<file path="config.mk">
export PLATFORM = sky130hd
export DESIGN_NAME = mtr_pwm_drv
export DESIGN_NICKNAME = d
export VERILOG_FILES = /design/src/rtl/mtr_pwm_pkg.sv /design/src/rtl/mtr_pwm_chan.sv /design/src/rtl/mtr_pwm_drv.sv
export SDC_FILE = /design/constraint.sdc
export NUM_CORES = 1
export LEC_CHECK = 0
export CAP_MARGIN = 20
export CORE_MARGIN = 4
export CORE_UTILIZATION = 49
export CTS_CLUSTER_SIZE = 24
export DETAILED_ROUTE_END_ITERATION = 6
export PLACE_DENSITY = 0.73
export SLEW_MARGIN = 20
export SYNTH_ARGS = -nofsm -noshare
export SYNTH_HDL_FRONTEND = slang
export SYNTH_HIERARCHICAL = 1
export SYNTH_SLANG_ARGS = --single-unit
</file>
<file path="constraint.sdc">
create_clock -name clk -period 2 [get_ports clk]
set_input_delay 0.6 -clock clk [delete_from_list [all_inputs] [get_ports clk]]
set_output_delay 0.6 -clock clk [all_outputs]
set_load 0.01 [all_outputs]
</file>
<file path="src/rtl/mtr_pwm_pkg.sv">
// rtl/mtr_pwm_pkg.sv - shared constants, direction type and duty saturation for the motor PWM stage
package mtr_pwm_pkg;

  localparam int CNT_W  = 11;
  localparam int PERIOD = 2 ** CNT_W;

  typedef enum logic [1:0] {
    FWD  = 2'd0,
    REV  = 2'd1,
    DEAD = 2'd2
  } mtr_dir_t;

  // Clamp a speed magnitude to one full period so duty PERIOD means "always on"
  function automatic logic [11:0] sat(input logic [11:0] spd);
    if (spd < 12'(PERIOD)) return spd;
    else return 12'(PERIOD);
  endfunction

endpackage

</file>
<file path="src/rtl/mtr_pwm_chan.sv">
// rtl/mtr_pwm_chan.sv - one wheel: period-aligned duty latch, reversal dead-time FSM, registered H-bridge outputs
module mtr_pwm_chan
  import mtr_pwm_pkg::*;
#(
  parameter int DEAD_CYC = 64
) (
  input  logic             clk,
  input  logic             rst_n,
  input  logic [CNT_W-1:0] cnt,
  input  logic             bnd,
  input  logic [11:0]      spd,
  input  logic             rev,
  output logic             pwm_frwrd,
  output logic             pwm_rev,
  output logic             dead
);

  localparam logic [11:0] DEAD_LIM = 12'(DEAD_CYC);
  localparam logic [11:0] DEAD_MAX = 12'hFFF;

  mtr_dir_t    state;
  mtr_dir_t    state_nxt;
  logic [11:0] duty_q;
  logic        req_q;
  logic        req_nxt;
  logic [11:0] dead_cnt;
  logic        on;
  logic        frwrd_d;
  logic        rev_d;
  logic        dead_d;

  // Direction as it stands after this edge's latch; the FSM acts on the freshly
  // sampled request so a reversal starts its dead time at the same boundary.
  assign req_nxt = bnd ? rev : req_q;
  assign on      = ({1'b0, cnt} < duty_q);

  // Duty and direction request only change at the period boundary (glitch-free updates)
  always_ff @(posedge clk or negedge rst_n) begin
    if (!rst_n) begin
      duty_q <= '0;
      req_q  <= 1'b0;
    end else if (bnd) begin
      duty_q <= sat(spd);
      req_q  <= rev;
    end
  end

  // State register
  always_ff @(posedge clk or negedge rst_n) begin
    if (!rst_n) state <= FWD;
    else        state <= state_nxt;
  end

  // Next state: direction changes always pass through DEAD, exits only on a boundary
  always_comb begin
    state_nxt = state;
    if (bnd) begin
      case (state)
        FWD:     if (req_nxt)              state_nxt = DEAD;
        REV:     if (!req_nxt)             state_nxt = DEAD;
        DEAD:    if (dead_cnt >= DEAD_LIM) state_nxt = req_nxt ? REV : FWD;
        default:                           state_nxt = FWD;
      endcase
    end
  end

  // Dead-time counter: cleared on DEAD entry, saturating count while in DEAD
  always_ff @(posedge clk or negedge rst_n) begin
    if (!rst_n) begin
      dead_cnt <= '0;
    end else if (state != DEAD) begin
      if (state_nxt == DEAD) dead_cnt <= '0;
    end else if (dead_cnt != DEAD_MAX) begin
      dead_cnt <= dead_cnt + 12'd1;
    end
  end

  // Output decode: each drive depends on a single state, so the pair is mutually exclusive
  always_comb begin
    frwrd_d = (state == FWD) && on;
    rev_d   = (state == REV) && on;
    dead_d  = (state == DEAD);
  end

  // Registered gate-drive outputs
  always_ff @(posedge clk or negedge rst_n) begin
    if (!rst_n) begin
      pwm_frwrd <= 1'b0;
      pwm_rev   <= 1'b0;
      dead      <= 1'b0;
    end else begin
      pwm_frwrd <= frwrd_d;
      pwm_rev   <= rev_d;
      dead      <= dead_d;
    end
  end

endmodule

</file>
<file path="src/rtl/mtr_pwm_drv.sv">
// rtl/mtr_pwm_drv.sv - two-wheel PWM drive: shared period counter feeding left and right channels
module mtr_pwm_drv
  import mtr_pwm_pkg::*;
#(
  parameter int DEAD_CYC = 64
) (
  input  logic        clk,
  input  logic        rst_n,
  input  logic [11:0] lft_spd,
  input  logic        lft_rev,
  input  logic [11:0] rght_spd,
  input  logic        rght_rev,
  output logic        PWM_frwrd_lft,
  output logic        PWM_rev_lft,
  output logic        PWM_frwrd_rght,
  output logic        PWM_rev_rght,
  output logic        dead_lft,
  output logic        dead_rght
);

  logic [CNT_W-1:0] cnt;
  logic             bnd;

  assign bnd = &cnt;

  // Free-running period counter shared by both wheels
  always_ff @(posedge clk or negedge rst_n) begin
    if (!rst_n) cnt <= '0;
    else        cnt <= cnt + 1'b1;
  end

  mtr_pwm_chan #(.DEAD_CYC(DEAD_CYC)) u_lft (
    .clk       (clk),
    .rst_n     (rst_n),
    .cnt       (cnt),
    .bnd       (bnd),
    .spd       (lft_spd),
    .rev       (lft_rev),
    .pwm_frwrd (PWM_frwrd_lft),
    .pwm_rev   (PWM_rev_lft),
    .dead      (dead_lft)
  );

  mtr_pwm_chan #(.DEAD_CYC(DEAD_CYC)) u_rght (
    .clk       (clk),
    .rst_n     (rst_n),
    .cnt       (cnt),
    .bnd       (bnd),
    .spd       (rght_spd),
    .rev       (rght_rev),
    .pwm_frwrd (PWM_frwrd_rght),
    .pwm_rev   (PWM_rev_rght),
    .dead      (dead_rght)
  );

endmodule

</file>
==> metrics <==
Final #Nets 466; initial core utilization 0.518; CP Capture Type flop; n_diodes 0; Finish-stage setup viols 0; Tcrit/Tclk final 0.952; crit-path max FO 4; fin area 4420 µm²; yosys warns 6; largest net degree at the start of global routing 70; DP Wirelength 5210 µm; worst hold-check path type primary input to async pin; Die W 93.7 µm; Hold Fails Final Rpt 0; WL/cell 14.3 µm; Clock Tree Root clkbuf_8; slew of the pin with the lowest slew margin 0.472 ns; clock period minus worst slack 1.90 ns; Design Power 2.84 mW; post-synth cell types 40; status finished clean; die area 8770 µm²; ys async rst share 1.00; compound-gate portion of the synthesized area 0.152; FF-to-FF path depth 6; Fmax achieved 525 MHz; cells after synthesis 359; IO buf count 33; Clock transition at path regs 0.07 ns; die height 93.7 µm; core area 6940 µm²; layout cells sized above 1 0.134; max-slew violation count 0; FF+latch count, synth 69; CTS tree yes; Critical Path Max Stage Delay 0.44 ns; ys flop type dfrtp_1; vias in the first global route 2762; Worst R2R Setup Slack 0.1 ns; Bufs on Longest Clock Path 2; synthesized area 3600 µm²; Crit path required time 2.26 ns; Antenna Violating Nets Remaining 0; cell taking the most area after synthesis dfrtp_1; Sink Count 69; DP Area 4170 µm²; Synth Area in Adders 0.0870; grt ovf 0; FP Rows 30; post-synthesis simple-gate area fraction 0.186; kind of critical path flop to flop; xor and xnor fraction of the mapped netlist area 0.0511; Seq/Total Area, Yosys 0.480; Syn Nets 412; setup bufs post-CTS 0; Post-synth EDFFs 0; Placer Congestion 0.843; CP cell instances ha_1, a211o_1, o211ai_1, a21oi_1, o32a_1, nor2_1; area delta synth->final 22.8%; RSZ-0062 raised after global routing no; worst clock skew 0.00501 ns; final WL 7340 µm; Crit path arrival time 2.17 ns; final setup TNS 0 ns; GR Util All Layers 0.179; initial DRC count 160; htree depth 3; top post-synthesis cells by area dfrtp_1, ha_1, o21ai_0; VDD IR max 0.503 mV; main combinational cell family by area after synthesis simple AND/OR/NAND/NOR gates; antenna violations before repair 0; clk_lat worst skew 0.34 ns; pwr dens 642 nW/µm²; CTS buffer count 9; Crit-path slowest cell dfrtp_1; vias 2762; Leak 2.09 nW; DRC errors left 0; first-pass GRT wire length 12600 µm; top cell type's share of synthesized area 0.480; total of max-cap violations 0; Reg-to-Reg End u_rght/pwm_frwrd; synthesized area per cell 10.0 µm²; detail-routed via count per cell 5.37; Resize count post-CTS 0; slew margin rel. 0.683; worst reg2reg startpoint cnt[5]; cts hold-fix bufs 0; Ports 34; DR pass1 iterations 7; CP Launch Type flop; multiplexer area fraction after synthesis 0.00626
[area by class of cell]
cell class | count | area (µm²)
inverters | 30 | 113
multi-input cells | 254 | 1750
clock inverters | 3 | 65.1
repair buffers | 49 | 458
well taps | 96 | 120
fillers | 562 | 2530
clock buffers | 13 | 179
flip-flops and latches | 69 | 1730
[how the worst max path moves through the flow]
stage | end | slack, ns | startpoint | cells past startpoint
after floorplan | u_lft/dead_cnt[5] | 0.04 | cnt[2] | 8
after global placement | u_lft/dead_cnt[5] | 0.10 | lft_rev | 6
after global routing | u_rght/pwm_rev | 0.03 | cnt[5] | 6
after detailed placement | u_lft/dead_cnt[1] | 0.05 | lft_rev | 5
final | u_rght/pwm_frwrd | 0.1 | cnt[5] | 6
after CTS | u_rght/duty_q[1] | 0.11 | cnt[4] | 8
[registers in the layout, summed over array words and instances (netlist names), 2 cells and up]
name	count
u_lft/dead_cnt	12
u_lft/duty_q	12
u_rght/dead_cnt	12
u_rght/duty_q	12
cnt	11
u_lft/state	2
u_rght/state	2
[cells by family (layout without fill, tap and decap cells)]
logic type	after synthesis	count (layout)
XOR/XNOR	21	21
flip-flops	69	69
multiplexers	2	2
buffers and inverters	36	95
AND/OR/NAND/NOR	126	126
AO/OA/AOI/OAI	80	80
adder cells (fa/ha/maj)	25	25
[routing by layer]
layer / track usage / part of all wire / vias to the layer above
li1: - / - / 1369
met1: 0.224 / 0.45 / 1319
met2: 0.304 / 0.49 / 61
met3: 0.0473 / 0.042 / 13
met4: 0.0566 / 0.014 / 0
met5: 0 / 0 / -
[synthesized netlist by cell type (3+ instances only)]
| library cell | instances |
|---|---|
| nand4_2 | 3 |
| nor3_1 | 6 |
| xnor2_1 | 12 |
| a21oi_1 | 8 |
| nor2b_1 | 4 |
| o211ai_1 | 4 |
| nand2_1 | 41 |
| nand2b_1 | 4 |
| and3_2 | 3 |
| nor4_1 | 4 |
| o31ai_1 | 4 |
| o21ai_0 | 38 |
| and3_1 | 3 |
| nand3_1 | 13 |
| nand4_1 | 9 |
| ha_1 | 25 |
| inv_1 | 30 |
| o21ai_1 | 6 |
| nor2_1 | 23 |
| clkbuf_1 | 6 |
| dfrtp_1 | 69 |
| xor2_1 | 9 |
[stage by stage]
| step | hold slack, ns | setup slack [ns] | utilization | instances |
|---|---|---|---|---|
| global placement | 0.477 | 0.101 | 0.600 | 498 |
| finish | 0.275 | 0.0953 | 0.636 | 514 |
| detailed placement | 0.500 | 0.0454 | 0.600 | 498 |
| floorplan | 0.304 | 0.0355 | - | 359 |
| global route | 0.300 | 0.0299 | 0.636 | 514 |
| CTS | 0.285 | 0.113 | 0.635 | 514 |
[layout by cell type (no fill, tap or decap), drive strengths merged, types with 3 or more instances in the layout]
master and n:
and3 6, nand2 41, nor3 6, nand4 12, dfrtp 69, clkbuf 13
nand2b 4, nand3 15, clkdlybuf4s50 32, a21oi 8, o31ai 4, o21ai 44
xnor2 12, xor2 9, nor2 25, and4 3, inv 30, buf 17
nor2b 4, o211ai 4, ha 25, nor4 4
[critical path: cells and delay by family, from the launching register on]
family / cells / cell delay [ns]
adder cells (fa/ha/maj): 1 / 0.35
flip-flops: 1 / 0.44
AO/OA/AOI/OAI: 4 / 0.92
AND/OR/NAND/NOR: 1 / 0.12
[power by group]
group	switching [mW]	internal, mW	total (mW)
clock network	0.515	0.837	1.35
registers	0	1.39	1.39
logic	0.0380	0.0512	0.0892
total	0.553	2.28	2.84
Power figures use the tool's default switching activity.
